$ cat src/rtl/ram_port_arbiter_pkg.sv
// Shared types and default sizes for the RAM clear sequencer / two-port arbiter.
package ram_arb_pkg;

    localparam int ADDR_W_DEF = 5;
    localparam int DATA_W_DEF = 3;

    typedef enum logic {
        S_CLEAR = 1'b0,
        S_SERVE = 1'b1
    } state_t;

    typedef logic req_idx_t;

endpackage

$ cat src/rtl/ram_port_arbiter_if.sv
// Requester handshake plus RAM-side bus. slave = arbiter view, master = requesters and RAM.
interface ram_arb_if #(
    parameter int ADDR_W = ram_arb_pkg::ADDR_W_DEF,
    parameter int DATA_W = ram_arb_pkg::DATA_W_DEF
);
    logic [1:0]             rq_req;
    logic [1:0]             rq_we;
    logic [1:0][ADDR_W-1:0] rq_addr;
    logic [1:0][DATA_W-1:0] rq_wdata;
    logic [1:0]             rq_gnt;
    logic [1:0]             rq_rvalid;
    logic [DATA_W-1:0]      rq_rdata;
    logic [ADDR_W-1:0]      ram_addr;
    logic [DATA_W-1:0]      ram_data;
    logic                   ram_wren;
    logic [DATA_W-1:0]      ram_q;

    modport slave (
        input  rq_req, rq_we, rq_addr, rq_wdata, ram_q,
        output rq_gnt, rq_rvalid, rq_rdata, ram_addr, ram_data, ram_wren
    );

    modport master (
        output rq_req, rq_we, rq_addr, rq_wdata, ram_q,
        input  rq_gnt, rq_rvalid, rq_rdata, ram_addr, ram_data, ram_wren
    );
endinterface

$ cat src/rtl/ram_port_arbiter_rr_arb2.sv
// Combinational two-way round-robin: prio picks the winner only when both request.
module rr_arb2
    import ram_arb_pkg::*;
(
    input  logic [1:0] req,
    input  req_idx_t   prio,
    output logic [1:0] gnt,
    output req_idx_t   prio_nxt
);

    always_comb begin
        gnt      = req;
        prio_nxt = prio;
        if (req == 2'b11) begin
            gnt = prio ? 2'b10 : 2'b01;
        end
        // The loser of this grant gets priority next time.
        if (gnt[0]) begin
            prio_nxt = 1'b1;
        end else if (gnt[1]) begin
            prio_nxt = 1'b0;
        end
    end

endmodule

$ cat src/rtl/ram_port_arbiter.sv
// Clears the whole RAM after reset or on clr_start, then shares the RAM port
// between two requesters with round-robin arbitration.
module ram_port_arbiter
    import ram_arb_pkg::*;
#(
    parameter int ADDR_W = ADDR_W_DEF,
    parameter int DATA_W = DATA_W_DEF
) (
    input  logic     clk,
    input  logic     reset,
    input  logic     clr_start,
    output logic     clr_busy,
    ram_arb_if.slave bus
);

    localparam logic [ADDR_W-1:0] CNT_LAST = '1;

    state_t            state_q,   state_d;
    logic [ADDR_W-1:0] clr_cnt_q, clr_cnt_d;
    req_idx_t          prio_q,    prio_d;
    logic [1:0]        rvalid_q,  rvalid_d;

    logic [1:0]        arb_req;
    logic [1:0]        gnt;
    req_idx_t          prio_nxt;
    req_idx_t          sel;
    logic              wren_c;
    logic [ADDR_W-1:0] addr_c;
    logic [DATA_W-1:0] data_c;

    // A clear request steals the cycle from both requesters.
    assign arb_req = (state_q == S_SERVE && !clr_start) ? bus.rq_req : 2'b00;

    rr_arb2 u_arb (
        .req      (arb_req),
        .prio     (prio_q),
        .gnt      (gnt),
        .prio_nxt (prio_nxt)
    );

    assign sel = gnt[1];

    always_comb begin
        state_d   = state_q;
        clr_cnt_d = clr_cnt_q;
        prio_d    = prio_nxt;
        rvalid_d  = gnt & ~bus.rq_we;
        clr_busy  = 1'b0;
        wren_c    = 1'b0;
        addr_c    = '0;
        data_c    = '0;
        unique case (state_q)
            S_CLEAR: begin
                clr_busy  = 1'b1;
                wren_c    = 1'b1;
                addr_c    = clr_cnt_q;
                clr_cnt_d = clr_cnt_q + 1'b1;
                if (clr_cnt_q == CNT_LAST) begin
                    state_d   = S_SERVE;
                    clr_cnt_d = '0;
                end
            end
            S_SERVE: begin
                if (clr_start) begin
                    state_d   = S_CLEAR;
                    clr_cnt_d = '0;
                end else if (|gnt) begin
                    wren_c = bus.rq_we[sel];
                    addr_c = bus.rq_addr[sel];
                    data_c = bus.rq_wdata[sel];
                end
            end
            default: state_d = S_CLEAR;
        endcase
    end

    always_ff @(posedge clk or negedge reset) begin
        if (!reset) begin
            state_q   <= S_CLEAR;
            clr_cnt_q <= '0;
            prio_q    <= 1'b0;
            rvalid_q  <= 2'b00;
        end else begin
            state_q   <= state_d;
            clr_cnt_q <= clr_cnt_d;
            prio_q    <= prio_d;
            rvalid_q  <= rvalid_d;
        end
    end

    // Write enable is gated so no stray write lands while reset is held.
    assign bus.ram_wren  = wren_c & reset;
    assign bus.ram_addr  = addr_c;
    assign bus.ram_data  = data_c;
    assign bus.rq_gnt    = gnt;
    assign bus.rq_rvalid = rvalid_q;
    assign bus.rq_rdata  = bus.ram_q;

endmodule

$ cat src/flat_wrapper.sv
// flat-port wrapper written by rule: the top's interface ports become plain ports
module ram_port_arbiter_flat import ram_arb_pkg::*;
#(
    parameter int ADDR_W = ADDR_W_DEF,
    parameter int DATA_W = DATA_W_DEF
)
  (clk, reset, clr_start, clr_busy, bus_rq_req, bus_rq_we, bus_rq_addr, bus_rq_wdata, bus_ram_q, bus_rq_gnt, bus_rq_rvalid, bus_rq_rdata, bus_ram_addr, bus_ram_data, bus_ram_wren);
  ram_arb_if #(.ADDR_W(ADDR_W), .DATA_W(DATA_W)) bus_i ();
  input  logic clk;
  input  logic reset;
  input  logic clr_start;
  output logic clr_busy;
  input wire logic [$bits(bus_i.rq_req)-1:0] bus_rq_req;
  input wire logic [$bits(bus_i.rq_we)-1:0] bus_rq_we;
  input wire logic [$bits(bus_i.rq_addr)-1:0] bus_rq_addr;
  input wire logic [$bits(bus_i.rq_wdata)-1:0] bus_rq_wdata;
  input wire logic [$bits(bus_i.ram_q)-1:0] bus_ram_q;
  output wire logic [$bits(bus_i.rq_gnt)-1:0] bus_rq_gnt;
  output wire logic [$bits(bus_i.rq_rvalid)-1:0] bus_rq_rvalid;
  output wire logic [$bits(bus_i.rq_rdata)-1:0] bus_rq_rdata;
  output wire logic [$bits(bus_i.ram_addr)-1:0] bus_ram_addr;
  output wire logic [$bits(bus_i.ram_data)-1:0] bus_ram_data;
  output wire logic [$bits(bus_i.ram_wren)-1:0] bus_ram_wren;
  assign bus_i.rq_req = bus_rq_req;
  assign bus_i.rq_we = bus_rq_we;
  assign bus_i.rq_addr = bus_rq_addr;
  assign bus_i.rq_wdata = bus_rq_wdata;
  assign bus_i.ram_q = bus_ram_q;
  assign bus_rq_gnt = bus_i.rq_gnt;
  assign bus_rq_rvalid = bus_i.rq_rvalid;
  assign bus_rq_rdata = bus_i.rq_rdata;
  assign bus_ram_addr = bus_i.ram_addr;
  assign bus_ram_data = bus_i.ram_data;
  assign bus_ram_wren = bus_i.ram_wren;
  ram_port_arbiter #(.ADDR_W(ADDR_W), .DATA_W(DATA_W)) u_core (.clk(clk), .reset(reset), .clr_start(clr_start), .clr_busy(clr_busy), .bus(bus_i));
endmodule
$ cat config.mk
export PLATFORM = sky130hd
export DESIGN_NAME = ram_port_arbiter_flat
export DESIGN_NICKNAME = d
export VERILOG_FILES = /design/src/rtl/ram_port_arbiter_pkg.sv /design/src/rtl/ram_port_arbiter_if.sv /design/src/rtl/ram_port_arbiter_rr_arb2.sv /design/src/rtl/ram_port_arbiter.sv /design/src/flat_wrapper.sv
export SDC_FILE = /design/constraint.sdc
export NUM_CORES = 1
export LEC_CHECK = 0
export BUFFER_PORTS_ARGS = -buffer_cell sky130_fd_sc_hd__clkbuf_2
export CAP_MARGIN = 20
export CELL_PAD_IN_SITES_DETAIL_PLACEMENT = 1
export CELL_PAD_IN_SITES_GLOBAL_PLACEMENT = 2
export CORE_UTILIZATION = 23
export CTS_CLUSTER_DIAMETER = 40
export CTS_CLUSTER_SIZE = 12
export DETAILED_ROUTE_END_ITERATION = 16
export GPL_TIMING_DRIVEN = 0
export HOLD_SLACK_MARGIN = 0.08
export PLACE_DENSITY = 0.9
export SYNTH_ARGS = -nofsm -noshare
export SYNTH_HDL_FRONTEND = slang
export SYNTH_SLANG_ARGS = --single-unit
$ cat constraint.sdc
create_clock -name clk -period 3.85 [get_ports clk]
set_input_delay 0.77 -clock clk [delete_from_list [all_inputs] [get_ports clk]]
set_output_delay 0.77 -clock clk [all_outputs]
set_load 0.02 [all_outputs]
Word level (Yosys, flattened, before mapping). Index checks and enable logic that the tools add are counted.

Bits in registers: 9. Bits of input ports: 26. Output and inout port bits: 17. Word-level logic and storage cells: 44.

Add/sub/neg operators: 1. Magnitude comparators: 1. Equality and inequality tests: 3. Muxes and demuxes: 27. Bitwise logic cells: 4. Reductions and logical operators: 4.

Operators with widths (count): 2-to-1 mux 5 bit (6); case mux 5 bit (2 select lines) (2); 2-to-1 mux 3 bit (5); 2-to-1 mux 1 bit (9); 2-to-1 mux 2 bit (3); adder 5 x 1 -> 5 bit, second input constant (1); == test 5 bit, second input constant (1); case mux 1 bit (2 select lines) (2); AND 2 bit (1); == test 2 bit, second input constant (1); < comparator 1 x 2 -> 1 bit, second input constant (1); inequality test 2 bit, second input constant (1); inverter 2 bit (1); nonzero test 2 bit (1); OR reduction 2 bit (1); AND 1 bit (1); logical AND 1 bit (1); zero test 1 bit (1); inverter 1 bit (1).

Depth between registers and ports, before layout.
Depth after elaboration: 11. Depth in mapped cells: 6. Gate-level depth less buffers: 6.

Cells and area by module. From an unflattened synthesis, not the netlist that was laid out.

Cells, all modules: 61. Area, all modules: 618.1 um2.

By module, submodules not included: ram_port_arbiter (times used 1, cells an instance 56, area an instance 590.6 um2); rr_arb2 (times used 1, cells an instance 5, area an instance 27.5 um2).

Worst setup path before layout. Ideal clock, no wire load.

Kind: input to output. Start point: input port clr_start. End point: output port bus_ram_wren. Data arrival time: 1.777 ns. Required time: 3.080 ns. Setup slack: 1.303 ns. Stages on the path: 4. Path buffers: 1. Cells stage by stage: and2b_1 -> buf_6 -> o21ai_2 -> o31ai_1.

Longest elaborated chain between the ends: 11. Elaborated cells between the ends (all ways): 12. Classes of those cells: eq/ne (1); mux (7); bitwise (1); reduce/logical (3).

Ends and longest elaborated chain: start: declaration (line flat_wrapper.sv:11) `input logic clr_start;`; zero test 1 bit (line ram_port_arbiter.sv:32) `assign arb_req = (state_q == S_SERVE && !clr_start) ? bus.rq_req : 2'b00;`; logical AND 1 bit (line ram_port_arbiter.sv:32); 2-to-1 mux 2 bit (line ram_port_arbiter.sv:32); == test 2 bit (line ram_port_arbiter_rr_arb2.sv:14) `if (req == 2'b11) begin`; 2-to-1 mux 2 bit (line ram_port_arbiter_rr_arb2.sv:14); 2-to-1 mux 1 bit (not written as such) (2 in a row) (line ram_port_arbiter.sv:68) `wren_c = bus.rq_we[sel];`; 2-to-1 mux 1 bit (line ram_port_arbiter.sv:67) `end else if (|gnt) begin`; 2-to-1 mux 1 bit (*) (line ram_port_arbiter.sv:64) `if (clr_start) begin`; case mux 1 bit (2 select lines) (*) (line ram_port_arbiter.sv:52) `unique case (state_q)`; AND 1 bit (*) (line ram_port_arbiter.sv:92) `assign bus.ram_wren = wren_c & reset;`; end: declaration (line flat_wrapper.sv:23) `output wire logic [$bits(bus_i.ram_wren)-1:0] bus_ram_wren;`.

Mark *: on every way between the ends. The rest lies on a longest branch, timed or not. The select of a mux whose other input is x is not followed.

Worst setup path after layout.
Start point: input port clr_start. End point: output port bus_ram_addr[3].

Longest elaborated chain between the ends: 10. Elaborated cells between the ends (all ways): 11. Classes of those cells: eq/ne (1); mux (7); reduce/logical (3).

Ends and longest elaborated chain: zero test 1 bit (line ram_port_arbiter.sv:32); logical AND 1 bit (line ram_port_arbiter.sv:32); 2-to-1 mux 2 bit (line ram_port_arbiter.sv:32); == test 2 bit (line ram_port_arbiter_rr_arb2.sv:14); 2-to-1 mux 2 bit (line ram_port_arbiter_rr_arb2.sv:14); 2-to-1 mux 5 bit (not written as such) (2 in a row) (line ram_port_arbiter.sv:69) `addr_c = bus.rq_addr[sel];`; 2-to-1 mux 5 bit (line ram_port_arbiter.sv:67); 2-to-1 mux 5 bit (*) (line ram_port_arbiter.sv:64); case mux 5 bit (2 select lines) (*) (line ram_port_arbiter.sv:52); end: declaration (line flat_wrapper.sv:21) `output wire logic [$bits(bus_i.ram_addr)-1:0] bus_ram_addr;`.

Marks and branches as above.

==> impl_metrics.env <==
export IMPL_path_clk_slew_ns=0.07
export IMPL_vias_per_cell=4.770
export IMPL_synthTopCellsByCount="dfrtp_1, mux2i_1, inv_1"
export IMPL_grt_overflow_total=0
export IMPL_drt_iter0_drc=3
export IMPL_status="finished clean"
export IMPL_fin_crit_ns=2.669
export IMPL_powerDensity_nw_per_um2=580.5
export IMPL_initial_core_util_pct=25.12
export IMPL_ys_top_cells_by_area="dfrtp_1, mux2i_1, buf_4"
export IMPL_synth_fp_nets=94
export IMPL_post_synth_num_cell_types=29
export IMPL_ys_warn_count=0
export IMPL_synth_simple_area_share_pct=14.09
export IMPL_yosys_area_top_type="dfrtp_1"
export IMPL_route_detailed_drc=0
export IMPL_htree_levels=1
export IMPL_cts_root_buf="clkbuf_4"
export IMPL_min_period_over_period_pct=69.33
export IMPL_antenna_found_initial=0
export IMPL_timing_fmax_mhz=374.6
export IMPL_utilization_pct=35.30
export IMPL_relSlewSlack_pct=68.39
export IMPL_grt_pass1_wl_um=2994
export IMPL_path_max_fanout=10
export IMPL_leakagePower_nw=0.5495
export IMPL_areaGrowthSynthToFinish_pct=40.51
export IMPL_pre_cts_ws_ns=1.171
export IMPL_post_cts_buffers=0
export IMPL_final_cells=139
export IMPL_cpPeakStageDelay_ns=0.21
export IMPL_final_hold_violation_count=0
export IMPL_irDropWorstVdd_v=0.0003123
export IMPL_std_cell_rows=18
export IMPL_vias=663
export IMPL_ys_ff_latch=9
export IMPL_synth_area_um2=639.4
export IMPL_grt_max_degree=12
export IMPL_final_nets=138
export IMPL_cts_buffer_depth=2
export IMPL_drt_first_pass_iters=4
export IMPL_post_synth_top_count_cell="dfrtp_1"
export IMPL_clkSinkCount=9
export IMPL_final_antenna_net_count=0
export IMPL_ios=43
export IMPL_max_slew_worst_pin_slew_ns=0.4741
export IMPL_crit_arrival_ns=1.90
export IMPL_cp_required_ns=3.08
export IMPL_core_area_um2=2545
export IMPL_yosysTopAreaCellShare_pct=35.23
export IMPL_cts_resized_gates=0
export IMPL_syn_mean_instance_area_um2=9.687
export IMPL_rsz0062_at_grt="false"
export IMPL_synth_compound_area_share_pct=18.00
export IMPL_cp_cell_sequence="clkbuf_2, and2b_1, buf_6, nand3_4, buf_6, mux2i_1, o22ai_1, clkbuf_2"
export IMPL_holdBufCountCts=0
export IMPL_synth_fa_ha_area_share_pct=3.914
export IMPL_hp_class="input pin to asynchronous set/reset pin"
export IMPL_slew_violations=0
export IMPL_die_w_um=54.73
export IMPL_cts_tree="yes"
export IMPL_grtUsageTotal_pct=14.73
export IMPL_muxShareOfSynthArea_pct=14.29
export IMPL_cap_violations=0
export IMPL_clk_latency_ns=0.26
export IMPL_critical_path_class="input pin to output port"
export IMPL_synthArstFlopShare_pct=100.0
export IMPL_drt_wl_total_um=1896
export IMPL_synth_flop_cell="dfrtp_1"
export IMPL_diodes=0
export IMPL_finalSetupViolCount=0
export IMPL_synth_xor_area_share_pct=2.740
export IMPL_finalWorstSetupSlack_ns=1.181
export IMPL_crit_path_end_kind="output port"
export IMPL_portBuffers=39
export IMPL_cts_buffers=3
export IMPL_avgRoutedWirePerCell_um=13.64
export IMPL_die_area_um2=2995
export IMPL_cp_top_family="buffers and inverters"
export IMPL_place_congestion=0.7261
export IMPL_path_buf_inv=4
export IMPL_hpwl_um=1522
export IMPL_grt_pass1_vias=694
export IMPL_critPathSlowestCell="mux2i_1"
export IMPL_fin_skew_ns=0.002338
export IMPL_ys_seq_area_share_pct=35.23
export IMPL_crit_path_start_kind="input pin"
export IMPL_synth_top_family_by_area="compound AO/OA/AOI/OAI gates"
export IMPL_tns_ns=0
export IMPL_synthCells=66
export IMPL_dp_cells=135
export IMPL_synth_edf_count=0
export IMPL_die_h_um=54.73
export IMPL_drive_gt1_share_pct=47.71
worst paths after layout:
kind	start	end	slack [ns]	cells after the start
max	clr_start	bus_ram_addr[3]	1.18	8
min	reset	u_core.clr_cnt_q[0]$_DFFE_PN0P_	0.37	1
max reg2reg	u_core.clr_cnt_q[0]$_DFFE_PN0P_	u_core.clr_cnt_q[0]$_DFFE_PN0P_	2.36	5
min reg2reg	u_core.prio_q$_DFFE_PN0P_	u_core.prio_q$_DFFE_PN0P_	0.52	1
max in group asynchronous	reset	u_core.bus.rq_rvalid[0]$_DFF_PN0_	3.27	1
min in group clk	u_core.prio_q$_DFFE_PN0P_	u_core.prio_q$_DFFE_PN0P_	0.52	1
layer usage:
metal  GRT usage [%]  vias to the layer above  part of all wire (%)
li1                -                      311                     -
met1           15.05                      315                    41
met2           26.91                       33                    49
met3           3.611                        4                   8.0
met4           8.120                        0                   1.6
met5               0                        -                     0
metrics by stage:
stage / total power (W) / hold WS, ns / instance area (um2)
floorplan: 0.0003586 / 0.4635 / 639.4
global placement: 0.0004331 / 0.4745 / 872.1
detailed placement: 0.0004481 / 0.4943 / 872.1
CTS: 0.0005261 / 0.3744 / 898.4
global route: 0.0005677 / 0.3728 / 898.4
finish: 0.0005215 / 0.3651 / 898.4
layout by cell type, fill, tap and decap left out, drive strengths merged, types with 3 or more instances in the layout:
cell    count
o22ai       3
dfrtp       9
mux2i       8
inv         6
nand2       4
o21ai       3
clkbuf     43
nor2        5
buf         6
registers in the layout, indices dropped and copies added (netlist names):
register	cells
u_core.state_q	1
u_core.bus.rq_rvalid	2
u_core.prio_q	1
u_core.clr_cnt_q	5
area by class of cell:
class                      count  area, um2
fill                         307       1647
sequential                     9      225.2
buffer                         6      52.55
timing repair buffer          39      195.2
clock buffer                   4      26.28
inverter                       6      22.52
multi-input combinational     45      339.1
tap                           30      37.54
power by group:
group / switching (W) / internal, W / total [W] / leakage (nW)
combinational: 0.000153 / 0.000125 / 0.000279 / 0.421
sequential: 0.0000343 / 0.000132 / 0.000166 / 0.114
clock: 0.0000367 / 0.0000400 / 0.0000767 / 0.0150
total: 0.000224 / 0.000297 / 0.000522 / 0.550
cell families (layout without fill, tap and decap cells):
kind of cell,after synthesis,after routing
buffers and inverters,12,55
AO/OA/AOI/OAI,16,16
multiplexers,9,9
AND/OR/NAND/NOR,16,16
adder cells (fa/ha/maj),2,2
XOR/XNOR,2,2
flip-flops,9,9
worst register-to-register path: cells and delay by family, from the launching register on:
kind,cells,cell delay [ns]
adder cells (fa/ha/maj),2,0.42
flip-flops,1,0.41
AND/OR/NAND/NOR,2,0.41
multiplexers,1,0.20
(Power assumes the default switching activity.)
